===== config.mk =====
export PLATFORM = sky130hd
export DESIGN_NAME = fnd_digit_scanner
export DESIGN_NICKNAME = d
export VERILOG_FILES = /design/src/rtl/fnd_pkg.sv /design/src/rtl/bin2bcd_serial.sv /design/src/rtl/fnd_digit_scanner.sv
export SDC_FILE = /design/constraint.sdc
export NUM_CORES = 1
export LEC_CHECK = 0
export ABC_AREA = 1
export BUFFER_PORTS_ARGS = -buffer_cell sky130_fd_sc_hd__buf_2
export CAP_MARGIN = 40
export CORE_MARGIN = 8
export CORE_UTILIZATION = 45
export DETAILED_ROUTE_END_ITERATION = 6
export PLACE_DENSITY_LB_ADDON = 0.12
export SYNTH_ARGS = -nofsm -noshare
export SYNTH_HDL_FRONTEND = slang
export SYNTH_SLANG_ARGS = --single-unit

===== constraint.sdc =====
create_clock -name i_clk -period 2 [get_ports i_clk]
set_input_delay 0.4 -clock i_clk [delete_from_list [all_inputs] [get_ports i_clk]]
set_output_delay 0.4 -clock i_clk [all_outputs]
set_load 0.1 [all_outputs]

===== src/rtl/fnd_pkg.sv =====
// Shared constants, conversion state encoding and the double-dabble nibble adjust
// used by the FND digit scanner.
package fnd_pkg;

    localparam int DIGITS = 4;
    localparam int BIN_W  = 14;
    localparam int BCD_W  = 4 * DIGITS;
    localparam int ITER_W = 4;

    localparam logic [BIN_W-1:0]  BCD_MAX   = 14'd9999;
    localparam logic [ITER_W-1:0] ITER_LAST = ITER_W'(BIN_W - 1);

    typedef enum logic {
        IDLE,
        SHIFT
    } conv_state_t;

    // Add 3 to every nibble >= 5 so that the following left shift carries into the next decade
    function automatic logic [BCD_W-1:0] bcd_adjust(input logic [BCD_W-1:0] b);
        logic [BCD_W-1:0] r;
        r = b;
        for (int i = 0; i < DIGITS; i++) begin
            if (b[4*i +: 4] >= 4'd5)
                r[4*i +: 4] = b[4*i +: 4] + 4'd3;
        end
        return r;
    endfunction

endpackage


===== src/rtl/bin2bcd_serial.sv =====
// Serial double-dabble converter: one shift per cycle, BIN_W iterations per load.
// done pulses during the final iteration; bcd_next holds the completed result in that cycle.
module bin2bcd_serial
    import fnd_pkg::*;
(
    input  logic             clk,
    input  logic             reset,
    input  logic             load,
    input  logic [BIN_W-1:0] value,
    output logic             busy,
    output logic             done,
    output logic [BCD_W-1:0] bcd_next
);

    conv_state_t       state, state_n;
    logic [ITER_W-1:0] iter, iter_n;
    logic [BIN_W-1:0]  bin_q, bin_n;
    logic [BCD_W-1:0]  bcd_q, bcd_n;
    logic [BCD_W+BIN_W-1:0] shifted;

    always_ff @(posedge clk or posedge reset) begin
        if (reset) begin
            state <= IDLE;
            iter  <= '0;
            bin_q <= '0;
            bcd_q <= '0;
        end else begin
            state <= state_n;
            iter  <= iter_n;
            bin_q <= bin_n;
            bcd_q <= bcd_n;
        end
    end

    always_comb begin
        state_n = state;
        iter_n  = iter;
        bin_n   = bin_q;
        bcd_n   = bcd_q;
        done    = 1'b0;
        shifted = {bcd_adjust(bcd_q), bin_q} << 1;
        case (state)
            IDLE: begin
                if (load) begin
                    bin_n   = (value > BCD_MAX) ? BCD_MAX : value;
                    bcd_n   = '0;
                    iter_n  = '0;
                    state_n = SHIFT;
                end
            end
            SHIFT: begin
                {bcd_n, bin_n} = shifted;
                iter_n         = iter + 1'b1;
                if (iter == ITER_LAST) begin
                    done    = 1'b1;
                    state_n = IDLE;
                end
            end
            default: state_n = IDLE;
        endcase
    end

    assign busy     = (state == SHIFT);
    assign bcd_next = shifted[BCD_W+BIN_W-1:BIN_W];

endmodule


===== src/rtl/fnd_digit_scanner.sv =====
// 4-digit 7-segment scan front end: binary load -> BCD, refresh prescaler,
// digit rotation and leading-zero blanking for the downstream 2-to-4 decoder.
module fnd_digit_scanner
    import fnd_pkg::*;
#(
    parameter int SCAN_DIV = 100_000,
    parameter bit LZB      = 1'b1
) (
    input  logic             i_clk,
    input  logic             i_reset,
    input  logic             i_enable,
    input  logic             i_load,
    input  logic [BIN_W-1:0] i_value,
    output logic             o_busy,
    output logic [1:0]       o_digitSelect,
    output logic [3:0]       o_bcd,
    output logic             o_blank
);

    localparam int CNT_W = (SCAN_DIV > 2) ? $clog2(SCAN_DIV) : 1;
    localparam logic [CNT_W-1:0] CNT_LAST = CNT_W'(SCAN_DIV - 1);

    logic [CNT_W-1:0]            presc;
    logic                        tick;
    logic [DIGITS-1:0][3:0]      disp;
    logic                        conv_done;
    logic [BCD_W-1:0]            conv_bcd;
    logic [DIGITS-1:0]           zero_from;

    bin2bcd_serial u_conv (
        .clk      (i_clk),
        .reset    (i_reset),
        .load     (i_load),
        .value    (i_value),
        .busy     (o_busy),
        .done     (conv_done),
        .bcd_next (conv_bcd)
    );

    assign tick = i_enable && (presc == CNT_LAST);

    // Prescaler and digit counter freeze together when disabled so the scan resumes in phase
    always_ff @(posedge i_clk or posedge i_reset) begin
        if (i_reset) begin
            presc         <= '0;
            o_digitSelect <= '0;
        end else if (i_enable) begin
            presc <= tick ? '0 : presc + 1'b1;
            if (tick)
                o_digitSelect <= o_digitSelect + 2'd1;
        end
    end

    // All four digits update on the same edge; the scan never sees a partial value
    always_ff @(posedge i_clk or posedge i_reset) begin
        if (i_reset)
            disp <= '0;
        else if (conv_done)
            disp <= conv_bcd;
    end

    // zero_from[k] = digits DIGITS-1 down to k are all zero
    always_comb begin
        zero_from = '0;
        zero_from[DIGITS-1] = (disp[DIGITS-1] == 4'd0);
        for (int k = DIGITS-2; k >= 0; k--)
            zero_from[k] = zero_from[k+1] && (disp[k] == 4'd0);
    end

    assign o_bcd   = disp[o_digitSelect];
    assign o_blank = ~i_enable |
                     (LZB && (o_digitSelect != 2'd0) && zero_from[o_digitSelect]);

endmodule

==> flow_metrics.env, run 1 <==
export IMPL_cp_end_kind="output port"
export IMPL_clkTransAtPathRegs_ns=0.07
export IMPL_fp_coreArea_um2=8134
export IMPL_synth_warning_count=0
export IMPL_dieArea_um2=11520
export IMPL_ys_seq_area_frac=0.4665
export IMPL_drc=0
export IMPL_vias=3082
export IMPL_drt_iter0_markers=112
export IMPL_multi_input_area_um2=1757
export IMPL_dp_slack_ns=0.2062
export IMPL_fmax_ghz=0.4883
export IMPL_cp_data_required_time_ns=1.60
export IMPL_placed_area_um2=4118
export IMPL_design_area_um2=4349
export IMPL_synth_ff_type="dfrtp_1"
export IMPL_outcome="finished with violations"
export IMPL_nets=530
export IMPL_grt_overflow_total=0
export IMPL_viasPerCell=5.069
export IMPL_period_minus_slack_ns=2.048
export IMPL_slew_violations=0
export IMPL_grt_start_max_net_pins=71
export IMPL_rsz0062_at_grt="true"
export IMPL_drtAntennaViolNets=0
export IMPL_power_density_nw_per_um2=1375
export IMPL_p_leak_nw=2.191
export IMPL_final_hold_viol_count=0
export IMPL_fin_skew_ns=0.01074
export IMPL_die_x_um=107.3
export IMPL_wl_per_cell_um=13.11
export IMPL_cap_violations=0
export IMPL_grt_pass1_vias=3125
export IMPL_syn_area_um2=3755
export IMPL_hold_path_class="input port to async pin"
export IMPL_synth_cell_types=33
export IMPL_numClockSinks=70
export IMPL_layout_drive_gt1_share=0.1571
export IMPL_num_rows=33
export IMPL_peakVddDrop_uv=728.0
export IMPL_synth_edf_count=0
export IMPL_syn_num_nets=501
export IMPL_regArea_um2=1759
export IMPL_worst_pin_slew_ns=0.5080
export IMPL_postSynthCellCount=471
export IMPL_grt_use_total=0.1525
export IMPL_final_common_cell="nand2_1"
export IMPL_hpwl_um=5714
export IMPL_avgSynthCellArea_um2=7.972
export IMPL_async_flop_share=1.000
export IMPL_critPathKind="flop to output port"
export IMPL_worstPathMaxFanout=2
export IMPL_clk_path_buf_depth=2
export IMPL_violations="negative setup slack"
export IMPL_diodes=0
export IMPL_cp_data_arrival_time_ns=1.65
export IMPL_cts_root_buf="clkbuf_8"
export IMPL_ioPinCount=26
export IMPL_fin_ws_ns=-0.04794
export IMPL_power_mw=5.979
export IMPL_gp_congestion=0.8402
export IMPL_grt_pass1_wl_um=14290
export IMPL_die_h_um=107.3
export IMPL_ys_ff_latch=70
export IMPL_syn2layout_area_growth_pct=15.83
export IMPL_finalSetupTns_ns=-0.04948
export IMPL_cts_max_level=3
export IMPL_yosysTopAreaCellShare=0.4665
export IMPL_insertion_delay_ns=0.34
export IMPL_finalWirelength_um=7970
export IMPL_yosysTopAreaCell="dfrtp_1"
export IMPL_io_buffer_count=25
export IMPL_min_period_over_period=1.024
export IMPL_dr_pass1_iters=4
export IMPL_start_util=0.4616
export IMPL_fillCellCount=767
export IMPL_synthTopCellsByArea="dfrtp_1, nand2_1, o21ai_0, inv_1, nand3_1"
export IMPL_worstSetupStartpointType="flop"
export IMPL_antenna_found_initial=0
export IMPL_cts_tree="yes"
export IMPL_numCtsBuffers=9
export IMPL_relSlewSlack=0.6609
export IMPL_final_cell_mix="nand2_1, dfrtp_1, inv_1"
export IMPL_setup_viol=2
power by group:
part | total (mW) | switching, mW | internal, mW
logic | 2.60 | 1.67 | 0.934
clock network | 0.997 | 0.496 | 0.501
registers | 2.38 | 0.428 | 1.95
total | 5.98 | 2.59 | 3.39
routing by layer:
metal,global-route usage,vias up,part of all wire
met5,0,-,0
met4,0.05748,0,0.012
met3,0.03713,9,0.033
met2,0.2246,45,0.43
met1,0.2112,1451,0.52
li1,-,1577,-
repair_timing:
action | CTS | global route
pin swaps | 3 | 2
hold buffers | 0 | 0
resized for setup | 9 | 6
setup endpoints to repair | 3 | 5
buffers inserted | 3 | 0
layout make-up:
| class | instances | area share |
|---|---|---|
| inverter | 62 | 0.05725 |
| timing repair buffer | 35 | 0.06617 |
| sequential | 70 | 0.4045 |
| multi-input combinational | 322 | 0.4039 |
| tap | 105 | 0.03021 |
| clock buffer | 12 | 0.03567 |
| clock inverter | 2 | 0.002301 |
final timing paths:
check                      cells after the start                          from  slack [ns]                            to
min in group i_clk                             3                    i_value[7]        0.30   u_conv.bin_q[7]$_DFFE_PP0P_
min reg2reg                                    2   u_conv.bin_q[0]$_DFFE_PP0P_        0.49   u_conv.bin_q[0]$_DFFE_PP0P_
max reg2reg                                    7   u_conv.bcd_q[0]$_DFFE_PP0P_        0.38   u_conv.bcd_q[2]$_DFFE_PP0P_
min                                            3                       i_reset        0.15           disp[4]$_DFFE_PP0P_
max                                            6  o_digitSelect[0]$_DFFE_PP0P_       -0.05                       o_blank
max in group asynchronous                      3                       i_reset        1.52  o_digitSelect[1]$_DFFE_PP0P_
metrics by stage:
stage,utilization,std cells,hold WS [ns]
CTS,0.5325,608,0.1701
global placement,0.5062,591,0.4698
detailed placement,0.5062,591,0.4791
floorplan,-,471,0.4492
finish,0.5347,608,0.1459
global route,0.5347,608,0.1906
Yosys cell counts (all sizes together), types with 6 or more instances:
cell type  instances
o22ai             14
nand4              7
a22oi             11
dfrtp             70
buf               11
xor2              12
inv               61
nand2            125
o21ai             48
ha                12
clkbuf             6
nor2              43
a21oi              6
nand3             32
critical path, cell delays in order (launching register included):
cell     delay, ns
dfrtp_4       0.46
inv_8         0.04
ha_4          0.15
nor4_4        0.27
nand3_2       0.13
nand2_4       0.09
buf_12        0.17
registers in the layout, indices dropped and copies added, names as in the netlist:
register,flops
disp,16
o_digitSelect,2
presc,17
u_conv.bcd_q,16
u_conv.bin_q,14
u_conv.busy,1
u_conv.iter,4
kinds of logic after synthesis:
logic type / count (synthesis) / synth area share
AO/OA/AOI/OAI: 82 / 0.1260
XOR/XNOR: 13 / 0.03032
adder cells (fa/ha/maj): 12 / 0.03999
buffers and inverters: 79 / 0.09063
flip-flops: 70 / 0.4665
AND/OR/NAND/NOR: 215 / 0.2466
(Power assumes the default switching activity.)
==> inputs of run 2 (changes only) <==
GPL_TIMING_DRIVEN = 0   (was default)
clock period = 2.4 ns   (was 2 ns; I/O delays follow)
==> flow_metrics.env, run 2 (same netlist as run 1, synthesis figures left out) <==
export IMPL_clkTransAtPathRegs_ns=0.07
export IMPL_cp_end_kind="output port"
export IMPL_numCtsBuffers=9
export IMPL_final_hold_viol_count=0
export IMPL_grt_use_total=0.1546
export IMPL_io_buffer_count=24
export IMPL_peakVddDrop_uv=726.9
export IMPL_crit_slowest_cell="dfrtp_2"
export IMPL_cts_root_buf="clkbuf_8"
export IMPL_cts_tree="yes"
export IMPL_cap_violations=0
export IMPL_drc=0
export IMPL_nets=542
export IMPL_period_minus_slack_ns=2.290
export IMPL_p_leak_nw=2.241
export IMPL_top_regs="presc (17), disp (16), u_conv.bcd_q (16)"
export IMPL_start_util=0.4616
export IMPL_dieArea_um2=11520
export IMPL_vias=3206
export IMPL_grt_pass1_wl_um=14520
export IMPL_cp_data_required_time_ns=1.92
export IMPL_worstPathMaxFanout=4
export IMPL_max_stage_delay_ns=0.36
export IMPL_hold_path_class="input port to async pin"
export IMPL_cts_hold_buffers=0
export IMPL_rsz0062_at_grt="false"
export IMPL_crit_top_cell="buf_6"
export IMPL_final_cell_mix="nand2_1, dfrtp_1, inv_1"
export IMPL_fp_coreArea_um2=8134
export IMPL_power_mw=5.136
export IMPL_cts_max_level=3
export IMPL_setup_viol=0
export IMPL_viasPerCell=5.154
export IMPL_grt_pass1_vias=3142
export IMPL_antenna_found_initial=0
export IMPL_clk_path_buf_depth=2
export IMPL_regMostFlops="presc"
export IMPL_ioPinCount=26
export IMPL_outcome="finished, final reports clean"
export IMPL_crit_chain="buf_6 -> inv_2 -> buf_6 -> ha_2 -> nor4_2 -> nand3_1 -> nand2_4 -> buf_12"
export IMPL_gp_congestion=0.8623
export IMPL_layout_drive_gt1_share=0.1644
export IMPL_worst_pin_slew_ns=0.5097
export IMPL_num_rows=33
export IMPL_min_period_over_period=0.9543
export IMPL_relSlewSlack=0.6602
export IMPL_die_h_um=107.3
export IMPL_grt_start_max_net_pins=64
export IMPL_diodes=0
export IMPL_dr_pass1_iters=4
export IMPL_wl_per_cell_um=13.28
export IMPL_numClockSinks=70
export IMPL_insertion_delay_ns=0.34
export IMPL_worstSetupStartpointType="flop"
export IMPL_power_density_nw_per_um2=1168
export IMPL_critPathKind="flop to output port"
export IMPL_fmax_ghz=0.4366
export IMPL_fin_skew_ns=0.01197
export IMPL_slew_violations=0
export IMPL_hpwl_um=6094
export IMPL_largest_register_ffs=17
export IMPL_cp_data_arrival_time_ns=1.81
export IMPL_grt_overflow_total=0
export IMPL_syn2layout_area_growth_pct=17.16
export IMPL_drt_iter0_markers=160
export IMPL_drtAntennaViolNets=0
export IMPL_finalWirelength_um=8258
export IMPL_fin_util=0.5408
export IMPL_final_common_cell="nand2_1"
export IMPL_die_x_um=107.3
==> run 2: what timing repair did <==
| action | CTS | global route |
|---|---|---|
| endpoints found under the setup margin | 5 | 1 |
| gates resized for setup | 8 | 7 |
| pin swaps | 0 | 3 |
| buffers inserted | 0 | 5 |
==> run 2: power by group <==
group,total [mW],internal (mW),switching [mW]
clock network,1.04,0.611,0.432
registers,1.98,1.63,0.350
logic,2.12,0.723,1.39
==> run 2: metrics by stage <==
stage	hold slack (ns)	instances	TNS, ns	setup slack (ns)	instance area [um2]
after floorplan	0.4492	471	-0.008397	-0.004198	3821
final	0.02419	622	0	0.1097	4399
after global placement	0.4660	600	-55.83	-1.021	4073
after detailed placement	0.3877	601	0	0.1577	4103
after CTS	0.01732	617	0	0.002301	4343
after global routing	0.02314	622	0	0.001790	4399
==> run 2: per-layer routing <==
layer	wire length [um]	vias up	track usage
li1	-	1617	-
met1	4222	1516	0.2162
met2	3578	64	0.2290
met3	337	9	0.02635
met4	119	0	0.06838
met5	0	-	0
==> run 2: path summary, 6_finish.rpt <==
path                                               from                           end  slack, ns  cells after the start
max in group asynchronous                       i_reset  o_digitSelect[0]$_DFFE_PP0P_       1.84                      3
min in group i_clk                           i_value[6]   u_conv.bin_q[6]$_DFFE_PP0P_       0.38                      3
max reg2reg                 u_conv.bcd_q[0]$_DFFE_PP0P_   u_conv.bcd_q[2]$_DFFE_PP0P_       0.84                      7
min                                             i_reset         presc[13]$_DFFE_PP0P_       0.02                      2
min reg2reg                 u_conv.bin_q[0]$_DFFE_PP0P_   u_conv.bin_q[0]$_DFFE_PP0P_       0.49                      2
max                        o_digitSelect[0]$_DFFE_PP0P_                       o_blank       0.11                      8
==> run 2: layout make-up <==
cell class                      instances  area (um2)
Inverter                               62       239.0
Sequential cell                        70        1754
Clock inverter                          4       70.07
Timing Repair Buffer                   30       210.2
Multi-Input combinational cell        322        1729
Buffer                                 17       120.1
Tap cell                              105       131.4
Clock buffer                           12       145.1
Fill cell                             764        3735
==> run 2: worst max-delay path: cells and delay by family (launching register included) <==
family	cells	cell delay (ns)
AND/OR/NAND/NOR	3	0.50
flip-flops	1	0.36
adder cells (fa/ha/maj)	1	0.17
buffers and inverters	4	0.42
==> inputs of run 3 (changes only) <==
CORE_ASPECT_RATIO = 0.5   (was default)
CORE_UTILIZATION = 54   (was 45)
==> flow_metrics.env, run 3 (same netlist as run 1, synthesis figures left out) <==
export IMPL_cp_data_arrival_time_ns=1.82
export IMPL_critPathKind="flop to output port"
export IMPL_grt_overflow_total=0
export IMPL_min_period_over_period=0.9580
export IMPL_placedCellCount=588
export IMPL_drt_iter0_markers=199
export IMPL_peakVddDrop_uv=552.5
export IMPL_cap_violations=0
export IMPL_vias=3078
export IMPL_io_buffer_count=24
export IMPL_top_usage_layer="met2"
export IMPL_p_leak_nw=2.268
export IMPL_fillCellCount=592
export IMPL_grt_use_met2=0.2821
export IMPL_dieArea_um2=10040
export IMPL_netSwitchingFraction=0.4139
export IMPL_ff2ff_path_depth=8
export IMPL_numClockSinks=70
export IMPL_fin_skew_ns=0.005964
export IMPL_worst_pin_slew_ns=0.4926
export IMPL_syn2layout_area_growth_pct=18.79
export IMPL_hold_path_class="input port to async pin"
export IMPL_insertion_delay_ns=0.33
export IMPL_drtAntennaViolNets=0
export IMPL_final_hold_viol_count=0
export IMPL_power_frac_comb=0.388
export IMPL_cts_max_level=3
export IMPL_num_rows=21
export IMPL_cp_end_kind="output port"
export IMPL_fp_coreArea_um2=6700
export IMPL_setup_viol=0
export IMPL_die_x_um=133.9
export IMPL_ioPinCount=26
export IMPL_grt_use_total=0.1697
export IMPL_fin_cells=607
export IMPL_hpwl_um=5720
export IMPL_die_h_um=74.97
export IMPL_power_density_nw_per_um2=1197
export IMPL_grt_use_met3=0.04993
export IMPL_viasPerCell=5.071
export IMPL_grt_pass1_wl_um=13500
export IMPL_drc=0
export IMPL_relSlewSlack=0.6739
export IMPL_p_clk_frac=0.240
export IMPL_finalWirelength_um=7785
export IMPL_top_regs="presc (17), disp (16), u_conv.bcd_q (16)"
export IMPL_final_cell_mix="nand2_1, dfrtp_1, inv_1"
export IMPL_final_common_cell="nand2_1"
export IMPL_cts_tree="yes"
export IMPL_layout_drive_gt1_share=0.1670
export IMPL_dr_pass1_iters=4
export IMPL_worstSetupStartpointType="flop"
export IMPL_clkTransAtPathRegs_ns=0.05
export IMPL_largest_register_ffs=17
export IMPL_whs_ns=0.1255
export IMPL_wl_per_cell_um=12.83
export IMPL_cp_data_required_time_ns=1.92
export IMPL_antenna_found_initial=0
export IMPL_p_int_mw=3.128
export IMPL_use_met1=0.2039
export IMPL_gp_congestion=0.9064
export IMPL_cts_hold_buffers=0
export IMPL_period_minus_slack_ns=2.299
export IMPL_clk_path_buf_depth=2
export IMPL_start_util=0.5604
export IMPL_diodes=0
export IMPL_grt_pass1_vias=3028
export IMPL_nets=540
export IMPL_regMostFlops="presc"
export IMPL_numCtsBuffers=9
export IMPL_grt_start_max_net_pins=45
export IMPL_slew_violations=0
export IMPL_switching_power_mw=2.209
export IMPL_pwr_share_seq=0.372
export IMPL_worstPathMaxFanout=10
export IMPL_cts_root_buf="clkbuf_16"
export IMPL_outcome="finished, final reports clean"
export IMPL_fmax_ghz=0.4349
run 3: power groups by stage:
stage	Clock, mW	Sequential [mW]	Combinational [mW]
after detailed placement	0	1.98	2.06
final	1.28	1.98	2.07
after CTS	1.31	1.97	2.08
after global placement	0	1.98	1.99
after floorplan	0	1.94	1.62
after global routing	1.36	2.04	2.36
run 3: path summary, 6_finish.rpt:
path                                               from                           end  slack [ns]
max in group asynchronous                       i_reset  u_conv.bin_q[11]$_DFFE_PP0P_        1.74
hold reg to reg             u_conv.bin_q[0]$_DFFE_PP0P_   u_conv.bin_q[0]$_DFFE_PP0P_        0.49
setup / recovery           o_digitSelect[0]$_DFFE_PP0P_                       o_blank        0.10
hold / removal                                  i_reset  o_digitSelect[0]$_DFFE_PP0P_        0.13
min in group i_clk                           i_value[5]   u_conv.bin_q[5]$_DFFE_PP0P_        0.38
setup reg to reg                   presc[1]$_DFFE_PP0P_         presc[16]$_DFFE_PP0P_        0.93
run 3: per-layer routing:
layer	vias to the layer above	routed length, um
met4	0	131
met2	72	3555
met5	-	0
met1	1388	3690
li1	1603	-
met3	15	407
run 3: final cells by class:
class / count / area [um2] / area share
plain buffers: 17 / 120.1 / 0.02693
clock buffers: 12 / 266.5 / 0.05975
well taps: 92 / 115.1 / 0.02581
clock inverters: 4 / 30.03 / 0.006732
inverters: 62 / 239.0 / 0.05358
multi-input cells: 322 / 1753 / 0.3930
repair buffers: 28 / 182.7 / 0.04095
flip-flops and latches: 70 / 1754 / 0.3933
run 3: critical path, stage by stage, from the launching register on:
cell and delay (ns):
dfrtp_2 0.36, buf_6 0.12, inv_2 0.05, buf_6 0.13, ha_4 0.16, nor4_4 0.28, nand3_2 0.12, nand2_4 0.10
buf_12 0.17
run 3: stage by stage:
stage           TNS [ns]    util  area [um2]  power [mW]  setup WS, ns
2_1_floorplan  -0.008397       -        3821       3.556     -0.004198
3_3_place_gp      -48.42  0.6054        4056       3.964       -0.9001
3_5_place_dp           0  0.6088        4079       4.042        0.1290
4_1_cts                0  0.6558        4394       5.350      0.001916
5_1_grt        -0.003857  0.6657        4461       5.762     -0.003857
6_report               0  0.6657        4461       5.338        0.1007
run 3: what timing repair did:
action                                  4_1_cts  5_1_grt
gates resized for setup                       5       11
endpoints found under the setup margin        2        5
buffers inserted                              0        3
gates cloned                                  0        0
pin swaps                                     1        3
